## src/rtl/uart_pkg.sv

```systemverilog
`default_nettype none
// ============================================================================
// Module      : uart_pkg
// Description : Shared definitions for the UART transmit arbiter.
//               UART_DW     - width of one UART byte
//               arb_state_e - IDLE / GRANT state encoding
// Revision    : 1.0 - initial release
// ============================================================================
package uart_pkg;

    localparam int UART_DW = 8;

    typedef enum logic [0:0] {
        IDLE  = 1'b0,
        GRANT = 1'b1
    } arb_state_e;

endpackage : uart_pkg
`default_nettype wire

```

## src/rtl/uart_tx_arb_rr_pick.sv

```systemverilog
`default_nettype none
// ============================================================================
// Module      : rr_pick
// Description : Combinational rotating priority encoder. Searches req[] in
//               the order ptr+1, ptr+2, ... (modulo NUM_REQ) and returns the
//               first asserted index.
// Ports       : req - request vector
//               ptr - last served index (search starts just after it)
//               idx - selected index (0 when nothing is requesting)
//               any - at least one request is asserted
// Revision    : 1.0 - initial release
// ============================================================================
module rr_pick #(
    parameter  int NUM_REQ = 4,
    localparam int IW      = (NUM_REQ > 1) ? $clog2(NUM_REQ) : 1
) (
    input  logic [NUM_REQ-1:0] req,
    input  logic [IW-1:0]      ptr,
    output logic [IW-1:0]      idx,
    output logic               any
);

    logic [IW-1:0] cand;

    // Walk from the farthest candidate to the nearest so the nearest
    // asserted request overwrites any earlier hit.
    always_comb begin
        idx  = '0;
        cand = '0;
        any  = |req;
        for (int k = NUM_REQ; k >= 1; k--) begin
            cand = IW'((int'(ptr) + k) % NUM_REQ);
            if (req[cand]) begin
                idx = cand;
            end
        end
    end

endmodule : rr_pick
`default_nettype wire

```

## src/rtl/uart_tx_arb.sv

```systemverilog
`default_nettype none
// ============================================================================
// Module      : uart_tx_arb
// Description : Packet-level round-robin arbiter sharing one UART write port
//               among NUM_REQ byte-stream requesters. A granted requester
//               owns the transmitter until its last byte; a stall watchdog
//               revokes the grant after TIMEOUT consecutive no-valid cycles.
// Ports       : clk, reset_n          - clock, async active-low reset
//               req_valid/data/last   - per-requester byte stream (in)
//               req_ready             - per-requester accept (out)
//               tx_full               - UART TX FIFO full (in)
//               wr_uart, w_data       - UART write strobe and byte (out)
//               grant_id, busy, abort - owner, grant active, watchdog pulse
// Revision    : 1.0 - initial release
// ============================================================================
module uart_tx_arb
    import uart_pkg::*;
#(
    parameter  int NUM_REQ = 4,
    parameter  int TIMEOUT = 1023,
    localparam int IW      = $clog2(NUM_REQ)
) (
    input  logic                       clk,
    input  logic                       reset_n,
    input  logic [NUM_REQ-1:0]         req_valid,
    input  logic [UART_DW*NUM_REQ-1:0] req_data,
    input  logic [NUM_REQ-1:0]         req_last,
    output logic [NUM_REQ-1:0]         req_ready,
    input  logic                       tx_full,
    output logic                       wr_uart,
    output logic [UART_DW-1:0]         w_data,
    output logic [IW-1:0]              grant_id,
    output logic                       busy,
    output logic                       abort
);

    localparam int            CW       = $clog2(TIMEOUT + 1);
    localparam logic [CW-1:0] CNT_LAST = CW'(TIMEOUT - 1);

    arb_state_e    state_q, state_d;
    logic [IW-1:0] grant_q, grant_d;
    logic [IW-1:0] ptr_q,   ptr_d;
    logic [CW-1:0] cnt_q,   cnt_d;
    logic          abort_q, abort_d;

    logic [UART_DW-1:0] data_arr [NUM_REQ];
    logic               sel_valid;
    logic               sel_last;
    logic [UART_DW-1:0] sel_data;
    logic               xfer;
    logic [IW-1:0]      pick_idx;
    logic               pick_any;

    genvar g;
    generate
        for (g = 0; g < NUM_REQ; g++) begin : g_unpack
            assign data_arr[g] = req_data[g*UART_DW +: UART_DW];
        end
    endgenerate

    rr_pick #(
        .NUM_REQ (NUM_REQ)
    ) u_rr_pick (
        .req (req_valid),
        .ptr (ptr_q),
        .idx (pick_idx),
        .any (pick_any)
    );

    assign sel_valid = req_valid[grant_q];
    assign sel_last  = req_last[grant_q];
    assign sel_data  = data_arr[grant_q];

    assign busy     = (state_q == GRANT);
    assign abort    = abort_q;
    assign grant_id = grant_q;
    assign xfer     = busy && sel_valid && !tx_full;
    assign wr_uart  = xfer;
    // Forced to zero outside a grant so every output is quiet in reset/idle.
    assign w_data   = busy ? sel_data : '0;

    always_comb begin
        req_ready = '0;
        if (busy && !tx_full) begin
            req_ready[grant_q] = 1'b1;
        end
    end

    always_comb begin
        state_d = state_q;
        grant_d = grant_q;
        ptr_d   = ptr_q;
        cnt_d   = cnt_q;
        abort_d = 1'b0;
        case (state_q)
            IDLE: begin
                if (pick_any) begin
                    grant_d = pick_idx;
                    cnt_d   = '0;
                    state_d = GRANT;
                end
            end
            GRANT: begin
                if (xfer) begin
                    cnt_d = '0;
                    if (sel_last) begin
                        ptr_d   = grant_q;
                        state_d = IDLE;
                    end
                end else if (!sel_valid) begin
                    // Only a missing byte counts as a stall; a full UART
                    // with a byte waiting leaves the counter untouched.
                    if (cnt_q == CNT_LAST) begin
                        abort_d = 1'b1;
                        ptr_d   = grant_q;
                        cnt_d   = '0;
                        state_d = IDLE;
                    end else begin
                        cnt_d = cnt_q + CW'(1);
                    end
                end
            end
            default: begin
                state_d = IDLE;
            end
        endcase
    end

    always_ff @(posedge clk or negedge reset_n) begin
        if (!reset_n) begin
            state_q <= IDLE;
            grant_q <= '0;
            ptr_q   <= IW'(NUM_REQ - 1);
            cnt_q   <= '0;
            abort_q <= 1'b0;
        end else begin
            state_q <= state_d;
            grant_q <= grant_d;
            ptr_q   <= ptr_d;
            cnt_q   <= cnt_d;
            abort_q <= abort_d;
        end
    end

endmodule : uart_tx_arb
`default_nettype wire

```

## config.mk

```make
export PLATFORM = sky130hd
export DESIGN_NAME = uart_tx_arb
export DESIGN_NICKNAME = d
export VERILOG_FILES = /design/src/rtl/uart_pkg.sv /design/src/rtl/uart_tx_arb_rr_pick.sv /design/src/rtl/uart_tx_arb.sv
export SDC_FILE = /design/constraint.sdc
export NUM_CORES = 1
export LEC_CHECK = 0
export CELL_PAD_IN_SITES_DETAIL_PLACEMENT = 1
export CELL_PAD_IN_SITES_GLOBAL_PLACEMENT = 1
export CORE_ASPECT_RATIO = 0.9
export CORE_MARGIN = 2
export CORE_UTILIZATION = 33
export CTS_BUF_LIST = sky130_fd_sc_hd__clkbuf_2 sky130_fd_sc_hd__clkbuf_4 sky130_fd_sc_hd__clkbuf_8
export DETAILED_ROUTE_END_ITERATION = 10
export PLACE_DENSITY_LB_ADDON = 0.1
export REMOVE_ABC_BUFFERS = 1
export SLEW_MARGIN = 5
export SYNTH_ARGS = -nofsm -noshare
export SYNTH_HDL_FRONTEND = slang
export SYNTH_SLANG_ARGS = --single-unit
```

## constraint.sdc

```tcl
create_clock -name clk -period 2.83 [get_ports clk]
set_clock_uncertainty 0.05 [all_clocks]
set_input_delay 0.566 -clock clk [delete_from_list [all_inputs] [get_ports clk]]
set_output_delay 0.566 -clock clk [all_outputs]
set_load 0.01 [all_outputs]
```

==> results of run 1 <==
[power by group through the flow]
stage                     Sequential (mW)  Combinational, mW  Clock, mW
after floorplan                     0.428              0.491          0
after global placement              0.369               1.02          0
after detailed placement            0.378               1.06          0
after CTS                           0.374               1.06      0.192
after global routing                0.385               1.13      0.206
final                               0.373               1.04      0.187
[cell usage after synthesis, drive strengths merged, types with 2 or more instances]
cell,number
dfstp,2
dfrtp,14
inv,6
a31oi,2
o32ai,2
and2,10
xnor2,5
mux2,3
buf,4
nand4,2
nor4,4
nand2b,3
nand2,10
nand3,4
o21ai,6
nor3,4
or2,2
mux2i,3
ha,2
mux4,9
a22o,2
nor3b,2
a21oi,4
o31ai,2
nor2,14
[final timing paths]
check | slack [ps] | from | cells past startpoint | endpoint
max | 120 | req_data[16] | 4 | w_data[0]
min | 500 | cnt_q[9] | 2 | cnt_q[9]
max reg2reg | 580 | grant_id[0] | 7 | cnt_q[3]
min reg2reg | 500 | cnt_q[9] | 2 | cnt_q[9]
max in group asynchronous | 1590 | reset_n | 1 | busy
min in group asynchronous | 690 | reset_n | 1 | cnt_q[4]
[flip-flops by register name, summed over array words and instances (netlist names)]
register	count
ptr_q	2
cnt_q	10
abort	1
grant_id	2
busy	1
[kinds of logic (layout without fill, tap and decap cells)]
logic type / after synthesis / in the layout
AND/OR/NAND/NOR: 59 / 59
AO/OA/AOI/OAI: 23 / 23
flip-flops: 16 / 16
multiplexers: 15 / 15
buffers and inverters: 11 / 84
XOR/XNOR: 5 / 5
adder cells (fa/ha/maj): 2 / 2
[layout make-up]
class,instances,area share (%)
repair buffers,74,34.0
inverters,6,1.08
multi-input cells,104,40.4
well taps,46,2.77
flip-flops and latches,16,19.4
clock buffers,4,2.35
[layer usage]
| layer | vias up | part of all wire, % | global-route usage [%] |
|---|---|---|---|
| li1 | 631 | - | - |
| met2 | 23 | 55 | 33.7 |
| met5 | - | 0 | 0 |
| met3 | 3 | 3.3 | 4.32 |
| met1 | 645 | 42 | 23.9 |
| met4 | 0 | 0.35 | 3.13 |
[worst min-delay path, cell delays in order, from the launching register on]
cell and delay (ps):
dfrtp_1 360, xnor2_1 80, nor2_1 70
==> results_dict.tcl, run 1 <==
set metrics [dict create \
    status "finished, final reports clean" \
    setup_slack_ps 120 \
    synth_fa_ha_area_share_pct 1.92 \
    synthFlopType "dfrtp_1" \
    post_cts_buffers 0 \
    fin_cells 250 \
    critPathBufInv 2 \
    grt_pass1_vias 1386 \
    multi_input_area_um2 838 \
    total_power_mw 1.60 \
    dp_cells 246 \
    tightest_slew_ps 714 \
    drt_iter0_markers 12 \
    synth_mux_area_share_pct 22.3 \
    mostFrequentLayoutCells "clkdlybuf4s50_1 (58), buf_4 (15), nor2_1 (14), dfrtp_1 (14)" \
    ant_nets 0 \
    syn_inst 131 \
    crit_type "primary input to primary output" \
    p_sw_uw 600 \
    core_area_mm2 0.00376 \
    design_area_mm2 0.00208 \
    synth-async-reset-ratio_pct 100 \
    p_per_area_mw_per_mm2 771 \
    synth_edf_count 0 \
    die_y_um 63.5 \
    synth.top_cell.area_share_pct 26.9 \
    setup_viol 0 \
    layout-drive-gt1-share_pct 16.7 \
    maxSlewViolCount 0 \
    cts_sinks 16 \
    fin_nets 250 \
    start_kind "primary input" \
    ys_top_cells_by_area "dfrtp_1 (27%), mux4_2 (10%), mux4_1 (6.1%)" \
    arrival_ps 2090 \
    cts-root-buf "clkbuf_8" \
    power_frac_clock_pct 11.7 \
    fin_util_pct 55.2 \
    grt_overflow 0 \
    fin_crit_ps 2710 \
    fmax_mhz 369 \
    grt_usage_pct 19.0 \
    seqPwrFrac_pct 23.3 \
    layout_commonest_cell "clkdlybuf4s50_1" \
    routabilityCongestion 0.795 \
    clock_latency_ps 250 \
    seq_area_frac_synth_pct 31.0 \
    wl_per_cell_um 16.0 \
    holdBufCountCts 0 \
    num_rows 21 \
    pre_cts_ws_ps 50.1 \
    syn_avg_cell_area_um2 9.92 \
    cts_tree "yes" \
    p_int_mw 1.00 \
    synth_area_leader_cell "dfrtp_1" \
    synth_top_family_by_area "simple AND/OR/NAND/NOR gates" \
    swShare_pct 37.5 \
    initial_utilization_pct 34.6 \
    port_buffers 59 \
    cts_max_level 1 \
    worstPathRequired_ps 2210 \
    grt_max_degree 17 \
    hold_viol 0 \
    cp_cell_sequence "clkdlybuf4s50_1 > mux4_1 > and2_1 > clkdlybuf4s50_1" \
    clk_pin_slew_ps 60 \
    antenna_cells 0 \
    wirelength_um 4010 \
    hold_path.class "register to register" \
    netlist_area_mm2 0.00130 \
    path_common_cell "clkdlybuf4s50_1" \
    ys_warn_count 0 \
    vias 1302 \
    crit_path_max_fanout 1 \
    synthSimpleGateAreaFrac_pct 23.8 \
    synth_xor_area_share_pct 3.37 \
    synth.distinct_cells 40 \
    combPwrFrac_pct 65.0 \
    cp_slowest_cell "mux4_1" \
    areaGrowthSynthToFinish_pct 59.7 \
    p_leak_nw 0.839 \
    antenna_found_initial 0 \
    vdd_drop_max_mv 0.470 \
    register_area_um2 403 \
    clockBufferDepth 2 \
    critPathMaxStageDelay_ps 480 \
    placed_cell_area_mm2 0.00202 \
    dieArea_mm2 0.00446 \
    crit_path_end_kind "primary output" \
    holdWs_ps 502 \
    io_pins 60 \
    finalCritPeriodShare_pct 95.8 \
    rsz0062_at_grt "no" \
    firstDrtPassIters 4 \
    die-width_um 70.2 \
    max_slew_margin_pct 52.3 \
    cts_resized 0 \
    num-fill-cells 414 \
    cp_top_family "buffers and inverters" \
    cts_buffers 3 \
    synth_compound_area_share_pct 13.1 \
    ys_seq_elements 16 \
    fin_tns_setup_ps 0 \
    via_per_inst 5.21 \
    grt_pass1_wl_um 6820 \
    drc_errors 0 \
    place_hpwl_um 3370 \
    maxCapViolations 0 \
]
No activity file was read; power rests on OpenSTA's default activity.
==> run 2, diff against run 1 <==
- PLACE_DENSITY: not set -> 0.95
- PLACE_DENSITY_LB_ADDON: 0.1 -> not set
==> run 2 against run 1 <==
  * Global-route usage increased by 1.6 points
  * Die area unchanged
  * Combinational power hardly changed
  * Non-clock buffer count is 3 lower
  * Register-to-register slack lost 120 ps
  * Via count increased by 2.3%
  * Utilization down 0.57 points
  * Power increased by 1.0%
  * Clock power grew 10%
  * Final cell count decreased by 1.2%
  * Wire length rose by 12%
  * Largest cell class unchanged
==> results_dict.tcl, run 2 (synthesized netlist as in run 1, its figures left out) <==
set metrics [dict create \
    status "finished, final reports clean" \
    cts_buffers 3 \
    io_pins 60 \
    mostFrequentLayoutCells "clkdlybuf4s50_1 (57), nor2_1 (14), dfrtp_1 (14), buf_4 (12)" \
    num_rows 21 \
    setup_viol 0 \
    vdd_drop_max_mv 0.500 \
    drt_iter0_markers 54 \
    core_area_mm2 0.00376 \
    firstDrtPassIters 4 \
    p_leak_nw 0.816 \
    hold_viol 0 \
    cts_tree "yes" \
    die-width_um 70.2 \
    crit_type "primary input to primary output" \
    min_from "cnt_q[0]" \
    grt_usage_pct 20.6 \
    maxCapViolations 0 \
    tightest_slew_ps 763 \
    critPathBufInv 2 \
    pre_cts_ws_ps -149 \
    reg2reg_depth 6 \
    largest-register "cnt_q" \
    fin_tns_setup_ps 0 \
    arrival_ps 2140 \
    dieArea_mm2 0.00446 \
    min_to "cnt_q[0]" \
    grt_overflow 0 \
    largest_reg_flops 10 \
    setup_slack_ps 78.6 \
    wl_per_cell_um 18.2 \
    hold_path.class "register to register" \
    cts-root-buf "clkbuf_8" \
    cp_cell_sequence "clkdlybuf4s50_1 > mux4_2 > and2_1 > clkdlybuf4s50_1" \
    clock_latency_ps 250 \
    r2r_setup_slack_ps 460 \
    areaGrowthSynthToFinish_pct 58.0 \
    antenna_cells 0 \
    crit_path_end_kind "primary output" \
    cts_sinks 16 \
    wirelength_um 4490 \
    drc_errors 0 \
    cp_top_family "buffers and inverters" \
    p_per_area_mw_per_mm2 787 \
    vias 1332 \
    crit_path_max_fanout 1 \
    start_kind "primary input" \
    holdWs_ps 518 \
    post_cts_buffers 0 \
    critPathMaxStageDelay_ps 490 \
    finalCritPeriodShare_pct 97.2 \
    clockBufferDepth 2 \
    grt_pass1_wl_um 7180 \
    rsz0062_at_grt "no" \
    holdBufCountCts 0 \
    worstReg2RegEnd "cnt_q[3]" \
    r2r_start "busy" \
    worstPathRequired_ps 2210 \
    die_y_um 63.5 \
    ant_nets 0 \
    cp_slowest_cell "mux4_2" \
    cts_max_level 1 \
    clk_pin_slew_ps 60 \
    fin_nets 247 \
    layout-drive-gt1-share_pct 15.4 \
    fin_util_pct 54.7 \
    routabilityCongestion 0.835 \
    path_common_cell "clkdlybuf4s50_1" \
    port_buffers 59 \
    max_slew_margin_pct 49.0 \
    grt_max_degree 17 \
    place_hpwl_um 3540 \
    fmax_mhz 363 \
    initial_utilization_pct 34.6 \
    whs_path_depth 1 \
    antenna_found_initial 0 \
    via_per_inst 5.39 \
    maxSlewViolCount 0 \
    layout_commonest_cell "clkdlybuf4s50_1" \
    cts_resized 2 \
    grt_pass1_vias 1400 \
    fin_crit_ps 2750 \
]
run 2: cell types whose count changed in the layout (fill, tap and decap cells not counted):
| cell | delta |
|---|---|
| dlygate4sd2_1 | +2 |
| buf_4 | -3 |
| clkbuf_4 | -1 |
| clkdlybuf4s50_1 | -1 |
| clkbuf_8 | +1 |
| dlymetal6s2s_1 | -1 |
run 2: report_power, final:
part / internal (mW) / total [mW] / switching [mW]
Clock: 0.123 / 0.206 / 0.0822
Sequential: 0.301 / 0.382 / 0.0812
Combinational: 0.571 / 1.03 / 0.458
run 2: metrics by stage:
step / power, mW / std cells / cell area, um2
after floorplan: 0.919 / 126 / 1260
after global placement: 1.36 / 243 / 2000
after detailed placement: 1.41 / 243 / 2000
after CTS: 1.63 / 247 / 2050
after global routing: 1.73 / 247 / 2050
final: 1.62 / 247 / 2050
run 2: worst max path at each step:
| stage | start | end | slack [ps] | cells after the start |
|---|---|---|---|---|
| floorplan | grant_id[0] | ptr_q[0] | 570 | 4 |
| global placement | req_valid[3] | wr_uart | -70 | 5 |
| detailed placement | req_valid[3] | wr_uart | -150 | 5 |
| CTS | req_data[28] | w_data[4] | 80 | 4 |
| global route | req_data[28] | w_data[4] | 60 | 4 |
| finish | req_data[28] | w_data[4] | 80 | 4 |
run 2: final cells by class:
type                            instances  area (um2)
Clock buffer                            4        55.1
Fill cell                             425        1700
Inverter                                6        22.5
Multi-Input combinational cell        104         838
Sequential cell                        16         403
Tap cell                               46        57.6
Timing Repair Buffer                   71         678
run 2: per-layer routing:
layer	track usage [%]	vias up	part of all wire, %
li1	-	629	-
met1	25.8	659	42
met2	37.1	38	53
met3	2.24	6	2.7
met4	6.01	0	1.5
met5	0	-	0
==> run 3, diff against run 2 <==
- PLACE_DENSITY: 0.95 -> not set
- PLACE_DENSITY_LB_ADDON: not set -> 0.1
==> results of run 3 <==
No change in the layout: final DEF, timing and power equal those of run 1.
